## src/rtl/arith_display_unit.sv

```systemverilog
// Sign-magnitude add/sub/mul/div unit with one cycle of latency.
// The result magnitude is also shown as three leading-zero-blanked seven-segment digits.
module arith_display_unit (
  input  logic       clk,
  input  logic       rst,
  input  logic       in_valid,
  input  logic [8:0] a,
  input  logic [8:0] b,
  input  logic [1:0] op,
  output logic [8:0] result,
  output logic       sign,
  output logic       zero,
  output logic       div_by_zero,
  output logic       overflow,
  output logic       out_valid,
  output logic [6:0] hex0,
  output logic [6:0] hex1,
  output logic [6:0] hex2
);

  localparam logic [1:0] OP_ADD = 2'b00;
  localparam logic [1:0] OP_SUB = 2'b01;
  localparam logic [1:0] OP_MUL = 2'b10;
  localparam logic [1:0] OP_DIV = 2'b11;
  localparam logic [6:0] SEG_BLANK = 7'b1111111;

  function automatic logic [6:0] seg7(input logic [3:0] d);
    case (d)
      4'd0:    seg7 = 7'b1000000;
      4'd1:    seg7 = 7'b1111001;
      4'd2:    seg7 = 7'b0100100;
      4'd3:    seg7 = 7'b0110000;
      4'd4:    seg7 = 7'b0011001;
      4'd5:    seg7 = 7'b0010010;
      4'd6:    seg7 = 7'b0000010;
      4'd7:    seg7 = 7'b1111000;
      4'd8:    seg7 = 7'b0000000;
      4'd9:    seg7 = 7'b0010000;
      default: seg7 = SEG_BLANK;
    endcase
  endfunction

  // Shift-and-add-3: hundreds/tens/ones BCD digits of an 8-bit value
  function automatic logic [11:0] bin_to_bcd(input logic [7:0] bin);
    logic [19:0] sh;
    sh = {12'd0, bin};
    for (int i = 0; i < 8; i++) begin
      if (sh[11:8] > 4'd4) sh[11:8] = sh[11:8] + 4'd3;
      else sh[11:8] = sh[11:8];
      if (sh[15:12] > 4'd4) sh[15:12] = sh[15:12] + 4'd3;
      else sh[15:12] = sh[15:12];
      if (sh[19:16] > 4'd4) sh[19:16] = sh[19:16] + 4'd3;
      else sh[19:16] = sh[19:16];
      sh = {sh[18:0], 1'b0};
    end
    bin_to_bcd = sh[19:8];
  endfunction

  logic [7:0]  w_mag_a, w_mag_b, w_mag;
  logic        w_sign_b, w_sign, w_ovf, w_dbz;
  logic [8:0]  w_sum;
  logic [15:0] w_prod;
  logic [11:0] w_bcd;
  logic [6:0]  w_hex0, w_hex1, w_hex2;

  logic [8:0]  r_result;
  logic        r_zero, r_dbz, r_ovf, r_valid;
  logic [6:0]  r_hex0, r_hex1, r_hex2;

  // Next result, flags and digit patterns from the current operands
  always_comb begin
    w_mag_a  = a[7:0];
    w_mag_b  = b[7:0];
    w_sign_b = (op == OP_SUB) ? ~b[8] : b[8];
    w_sum    = {1'b0, w_mag_a} + {1'b0, w_mag_b};
    w_prod   = {8'd0, w_mag_a} * {8'd0, w_mag_b};
    w_mag    = 8'd0;
    w_sign   = 1'b0;
    w_ovf    = 1'b0;
    w_dbz    = 1'b0;
    case (op)
      OP_ADD, OP_SUB: begin
        if (a[8] == w_sign_b) begin
          w_mag  = w_sum[7:0];
          w_sign = a[8];
          w_ovf  = w_sum[8];
        end else if (w_mag_a >= w_mag_b) begin
          w_mag  = w_mag_a - w_mag_b;
          w_sign = a[8];
        end else begin
          w_mag  = w_mag_b - w_mag_a;
          w_sign = w_sign_b;
        end
      end
      OP_MUL: begin
        w_mag  = w_prod[7:0];
        w_sign = a[8] ^ b[8];
        w_ovf  = (w_prod[15:8] != 8'd0);
      end
      OP_DIV: begin
        if (w_mag_b == 8'd0) begin
          w_dbz = 1'b1;
        end else begin
          w_mag  = w_mag_a / w_mag_b;
          w_sign = a[8] ^ b[8];
        end
      end
      default: begin
        w_mag = 8'd0;
      end
    endcase
    // A zero magnitude is always reported as positive
    if (w_mag == 8'd0) w_sign = 1'b0;
    else w_sign = w_sign;

    w_bcd  = bin_to_bcd(w_mag);
    w_hex0 = seg7(w_bcd[3:0]);
    w_hex1 = (w_bcd[11:4] == 8'd0) ? SEG_BLANK : seg7(w_bcd[7:4]);
    w_hex2 = (w_bcd[11:8] == 4'd0) ? SEG_BLANK : seg7(w_bcd[11:8]);
  end

  // Output register: reset wins, otherwise capture on in_valid and hold when idle
  always_ff @(posedge clk) begin
    if (rst) begin
      r_result <= 9'h000;
      r_zero   <= 1'b1;
      r_dbz    <= 1'b0;
      r_ovf    <= 1'b0;
      r_valid  <= 1'b0;
      r_hex0   <= 7'b1000000;
      r_hex1   <= SEG_BLANK;
      r_hex2   <= SEG_BLANK;
    end else if (in_valid) begin
      r_result <= {w_sign, w_mag};
      r_zero   <= (w_mag == 8'd0);
      r_dbz    <= w_dbz;
      r_ovf    <= w_ovf;
      r_valid  <= 1'b1;
      r_hex0   <= w_hex0;
      r_hex1   <= w_hex1;
      r_hex2   <= w_hex2;
    end else begin
      r_valid  <= 1'b0;
    end
  end

  assign result      = r_result;
  assign sign        = r_result[8];
  assign zero        = r_zero;
  assign div_by_zero = r_dbz;
  assign overflow    = r_ovf;
  assign out_valid   = r_valid;
  assign hex0        = r_hex0;
  assign hex1        = r_hex1;
  assign hex2        = r_hex2;

endmodule

```

## config.mk

```make
export PLATFORM = sky130hd
export DESIGN_NAME = arith_display_unit
export DESIGN_NICKNAME = d
export VERILOG_FILES = /design/src/rtl/arith_display_unit.sv
export SDC_FILE = /design/constraint.sdc
export NUM_CORES = 1
export LEC_CHECK = 0
export CAP_MARGIN = 20
export CELL_PAD_IN_SITES_DETAIL_PLACEMENT = 1
export CELL_PAD_IN_SITES_GLOBAL_PLACEMENT = 1
export CORE_UTILIZATION = 41
export CTS_CLUSTER_DIAMETER = 150
export DETAILED_ROUTE_END_ITERATION = 10
export PLACE_DENSITY = 0.86
export SLEW_MARGIN = 25
export SYNTH_ARGS = -nofsm -noshare
export SYNTH_HDL_FRONTEND = slang
export SYNTH_SLANG_ARGS = --single-unit
export TNS_END_PERCENT = 50
```

## constraint.sdc

```tcl
create_clock -name clk -period 13.7 [get_ports clk]
set_clock_uncertainty 0.2 [all_clocks]
set_input_delay 2.74 -clock clk [delete_from_list [all_inputs] [get_ports clk]]
set_output_delay 2.74 -clock clk [all_outputs]
set_load 0.01 [all_outputs]
```

==> metrics.yaml, run 1 <==
cts_max_level: 2
p_leak_nw: 4.43
fin_nets: 1255
clock_power_share: 0.048
die_area_mm2: 0.0179
hold_class: "reg -> reg"
criticalPathCategory: "in -> reg"
die_h_um: 134
critPathMaxFanout: 8
track_usage: 0.292
ios: 58
synth-seq-cells: 33
cts_buffers: 5
syn-cell-area_mm2: 0.00711
cts_sinks: 33
placed_cell_area_mm2: 0.00850
layout_worst_path_cycle_share: 0.994
synth_edf_count: 0
async_flop_share: 0
grt_max_degree: 26
switching_share: 0.529
power.switching_w: 0.00120
ir_drop_mv: 0.250
die_w_um: 134
n_fill_cell: 2039
p_total_w: 0.00227
fin_tns_setup_ps: 0
max_freq_ghz: 0.0734
start_util: 0.424
use_met2: 0.535
met1_usage: 0.340
synth_top_area_frac: 0.217
io_buffers: 57
clk_latency_ps: 270
yosys-top-cells-area: "ha_1, fa_1, dfxtp_1, nor2_1, inv_1"
postSynthCellCount: 901
cts.reportedPaths.clkPinSlew_ps: 50
worstPathArrival_ps: 13550
ys_seq_area_frac: 0.0929
drc: 0
top_usage_layer: "met2"
cts_buffer_depth: 2
cp.required_ps: 13630
wire_per_inst_um: 21.3
coreArea_mm2: 0.0168
comb_power_share: 0.895
grt_antenna_before_repair: 0
slew_viol_final: 0
status: "finished clean"
post_drt_via_cell_ratio: 5.90
maxSlewHeadroom: 0.358
cp_slowest_stage_delay_ps: 560
synth_ff_type: "dfxtp_1"
clockRootBuffer: "clkbuf_16"
synth_nets: 1086
synth_top_area_cell: "ha_1"
yosysMostFrequentCell: "ha_1"
diodes: 0
rsz0062_at_grt: "true"
design_area_mm2: 0.00933
synth_common_cells: "ha_1, nor2_1, inv_1, nand2_1, a21oi_1"
ant_nets: 0
dr_total_vias: 7618
gp_congestion: 0.924
setup_viol: 0
holdWs_ps: 245
place_hpwl_mm: 20.1
start_kind: "primary input"
grt_pass1_wl_mm: 41.4
drv_cap: 0
cts_tree: "yes"
pwr-share-seq: 0.058
cp_slowest_cell: "or4b_4"
met3_usage: 0.0361
yosysWarningCount: 0
syn_to_final_growth_pct: 31.3
drt_first_iter_violations: 392
p_int_w: 0.00107
hold_viol: 0
worstMarginPinSlew_ps: 959
powerDensity_mw_per_mm2: 243
first_global_vias: 8095
drt_first_pass_iters: 5
yosys.cell_types.count: 79
syn-mean-instance-area_um2: 7.89
num_rows: 47
wl_mm: 27.5
post-route-min-period_ps: 13620
cp-end-kind: "flop"
grt_overflow: 0
drive_gt1_frac: 0.220
fin_util: 0.557
area by class of cell:
type | instances | area, um^2 | area share
clock buffer | 6 | 129 | 0.0138
clock inverter | 2 | 10.0 | 0.00107
inverter | 111 | 419 | 0.0449
multi-input combinational | 731 | 6250 | 0.670
sequential | 33 | 661 | 0.0708
tap | 220 | 275 | 0.0295
timing repair buffer | 188 | 1580 | 0.170
metal layers:
layer  vias to the layer above  wire length, um
met5                         -                0
met3                        99             1330
met2                       279            13900
met1                      3765            11000
li1                       3475                -
met4                         0             1240
state kept, by name, indices dropped and copies added, names as in the netlist:
name	flops
hex2	6
hex1	7
overflow	1
result	9
out_valid	1
hex0	7
div_by_zero	1
zero	1
placed cells by master, fill, tap and decap left out, types with 12 or more instances in the layout:
master,Yosys,final
a21o_1,14,14
a21oi_1,56,45
and2_1,13,13
buf_4,3,125
clkdlybuf4s50_1,0,48
dfxtp_1,33,33
fa_1,39,39
ha_1,123,113
inv_1,108,105
mux2i_1,17,15
nand2_1,61,59
nand2b_1,12,12
nor2_1,114,106
nor3_1,22,19
o211ai_1,12,12
o21a_1,17,17
o21ai_0,38,31
xnor2_1,22,20
power groups by stage:
stage	Clock, W	Sequential [W]	Combinational [W]
2_1_floorplan	0	0.000139	0.00132
3_5_place_dp	0	0.000133	0.00180
4_1_cts	0.000107	0.000131	0.00187
5_1_grt	0.000115	0.000133	0.00219
3_3_place_gp	0	0.000131	0.00168
6_report	0.000108	0.000131	0.00203
worst max-delay path, delay by kind of cell:
family | cells | cell delay (ps)
and+or+nand+nor | 11 | 1620
adders and majority gates | 8 | 2070
muxes | 3 | 620
AOI/OAI and AO/OA | 32 | 5360
buffers and inverters | 9 | 1090
path summary, 6_finish.rpt:
kind	cells after the start	start	slack [ps]	endpoint
setup reg to reg	3	hex0[6]	12500	hex0[6]
hold / removal	1	hex2[5]	240	hex2[5]
hold reg to reg	1	hex2[5]	240	hex2[5]
setup / recovery	63	b[4]	80	hex0[6]
what timing repair did:
| action | 4_1_cts | 5_1_grt |
|---|---|---|
| pin swaps | 24 | 56 |
| buffers inserted | 24 | 22 |
| hold buffers | 0 | 0 |
| resized for setup | 31 | 75 |
| endpoints found under the setup margin | 17 | 17 |
through the flow:
stage,setup slack (ps),std cells
2_1_floorplan,21.6,901
3_3_place_gp,-165,1238
3_5_place_dp,-953,1238
4_1_cts,3.31,1270
5_1_grt,-402,1291
6_report,82.1,1291
cells by family after synthesis:
group / after synthesis / share of synthesized area
simple gates: 278 / 0.188
compound gates: 228 / 0.225
fa+ha+maj: 162 / 0.326
buf+inv: 137 / 0.0785
mux: 33 / 0.0509
flops: 33 / 0.0929
xor+xnor: 30 / 0.0389
Note: power is estimated with default switching activity, not from simulation.
==> inputs of run 2 (changes only) <==
CELL_PAD_IN_SITES_GLOBAL_PLACEMENT = 2   (was 1)
CORE_UTILIZATION = 33   (was 41)
SLEW_MARGIN = 20   (was 25)
==> metrics.yaml, run 2 (same netlist as run 1, synthesis figures left out) <==
grt_overflow: 0
largest_reg_flops: 9
grt_pass1_wl_mm: 37.9
clockRootBuffer: "clkbuf_16"
n_fill_cell: 2584
drv_cap: 0
die_w_um: 149
fin_util: 0.442
ant_nets: 0
die_h_um: 149
cp-end-kind: "flop"
drc: 0
start_util: 0.337
wl_mm: 24.0
io_buffers: 57
dr_total_vias: 7158
powerDensity_mw_per_mm2: 234
r2r_setup_slack_ps: 12560
diodes: 0
cts_max_level: 2
grt_max_degree: 25
hold_class: "reg -> reg"
wire_per_inst_um: 17.8
slew_viol_final: 0
cts_buffers: 5
cts_tree: "yes"
status: "finished clean"
p_leak_nw: 4.40
first_global_vias: 7437
cts_hold_buf: 0
worstPathArrival_ps: 13220
setup_viol: 0
cts_buffer_depth: 2
cp_common_cell: "o21a_1"
gp_congestion: 0.863
num_rows: 53
rsz0062_at_grt: "true"
cp.required_ps: 13680
mostFrequentLayoutCells: "buf_4, ha_1, nor2_1, inv_1, nand2_1"
start_kind: "primary input"
drt_first_iter_violations: 292
placed_cell_area_mm2: 0.00872
critPathMaxFanout: 6
track_usage: 0.216
drt_first_pass_iters: 4
cp_slowest_stage_delay_ps: 500
post_drt_via_cell_ratio: 5.32
worstMarginPinSlew_ps: 897
ios: 58
clk_latency_ps: 280
grt_antenna_before_repair: 0
maxSlewHeadroom: 0.400
ir_drop_mv: 0.199
final_common_cell: "buf_4"
drive_gt1_frac: 0.211
die_area_mm2: 0.0221
criticalPathCategory: "in -> reg"
cp_slowest_cell: "or4b_4"
fin_nets: 1255
cts_sinks: 33
place_hpwl_mm: 19.1
layout_worst_path_cycle_share: 0.967
max_freq_ghz: 0.0755
post-route-min-period_ps: 13240
syn_to_final_growth_pct: 31.1
hold_viol: 0
cts.reportedPaths.clkPinSlew_ps: 60
design_area_mm2: 0.00932
coreArea_mm2: 0.0211
run 2: changes by cell type in the layout (fill, tap and decap cells not counted), moves of 3 or more:
cell	change
clkbuf_2	+3
ha_4	-4
mux2_2	+3
mux2_4	-3
run 2: stage by stage:
| stage | hold slack, ps | instances | TNS, ps | power [W] | worst slack (ps) |
|---|---|---|---|---|---|
| 2_1_floorplan | 283 | 901 | 0 | 0.00146 | 21.6 |
| 3_3_place_gp | 230 | 1314 | -2340 | 0.00191 | -333 |
| 3_5_place_dp | 242 | 1314 | -10670 | 0.00198 | -924 |
| 4_1_cts | 255 | 1332 | 0 | 0.00211 | 9.61 |
| 5_1_grt | 284 | 1345 | -787 | 0.00239 | -130 |
| 6_report | 249 | 1345 | 0 | 0.00218 | 455 |
run 2: repair_timing:
action	CTS	global route
setup endpoints to repair	17	17
setup buffers	11	13
resized for setup	26	56
pin swaps	21	47
run 2: area by class of cell:
class	count	area [um^2]	area share
clock buffer	6	139	0.0149
inverter	111	417	0.0447
timing repair buffer	188	1560	0.167
sequential	33	661	0.0709
tap	275	344	0.0369
clock inverter	1	7.51	0.000806
multi-input combinational	731	6190	0.664
run 2: worst max-delay path, delay by kind of cell:
family / cells / cell delay [ps]
buffers and inverters: 6 / 790
multiplexers: 2 / 510
AND/OR/NAND/NOR: 11 / 1510
adder cells (fa/ha/maj): 7 / 1970
AO/OA/AOI/OAI: 36 / 5680
run 2: power breakdown:
group | total (W) | internal [W] | switching (W)
registers | 0.000130 | 0.000121 | 0.00000924
logic | 0.00194 | 0.000900 | 0.00104
clock network | 0.000115 | 0.0000713 | 0.0000433
run 2: worst paths after layout:
kind | startpoint | endpoint | depth (start not counted)
max reg2reg | hex1[6] | hex1[6] | 3
min reg2reg | hex2[5] | hex2[5] | 1
max | b[4] | result[8] | 62
min | hex2[5] | hex2[5] | 1
run 2: routing by layer:
layer | vias to the layer above | GRT usage | wire (um)
met4 | 0 | 0.0541 | 624
met3 | 41 | 0.0150 | 638
met1 | 3525 | 0.273 | 10900
li1 | 3472 | - | -
met2 | 120 | 0.395 | 11800
met5 | - | 0 | 0
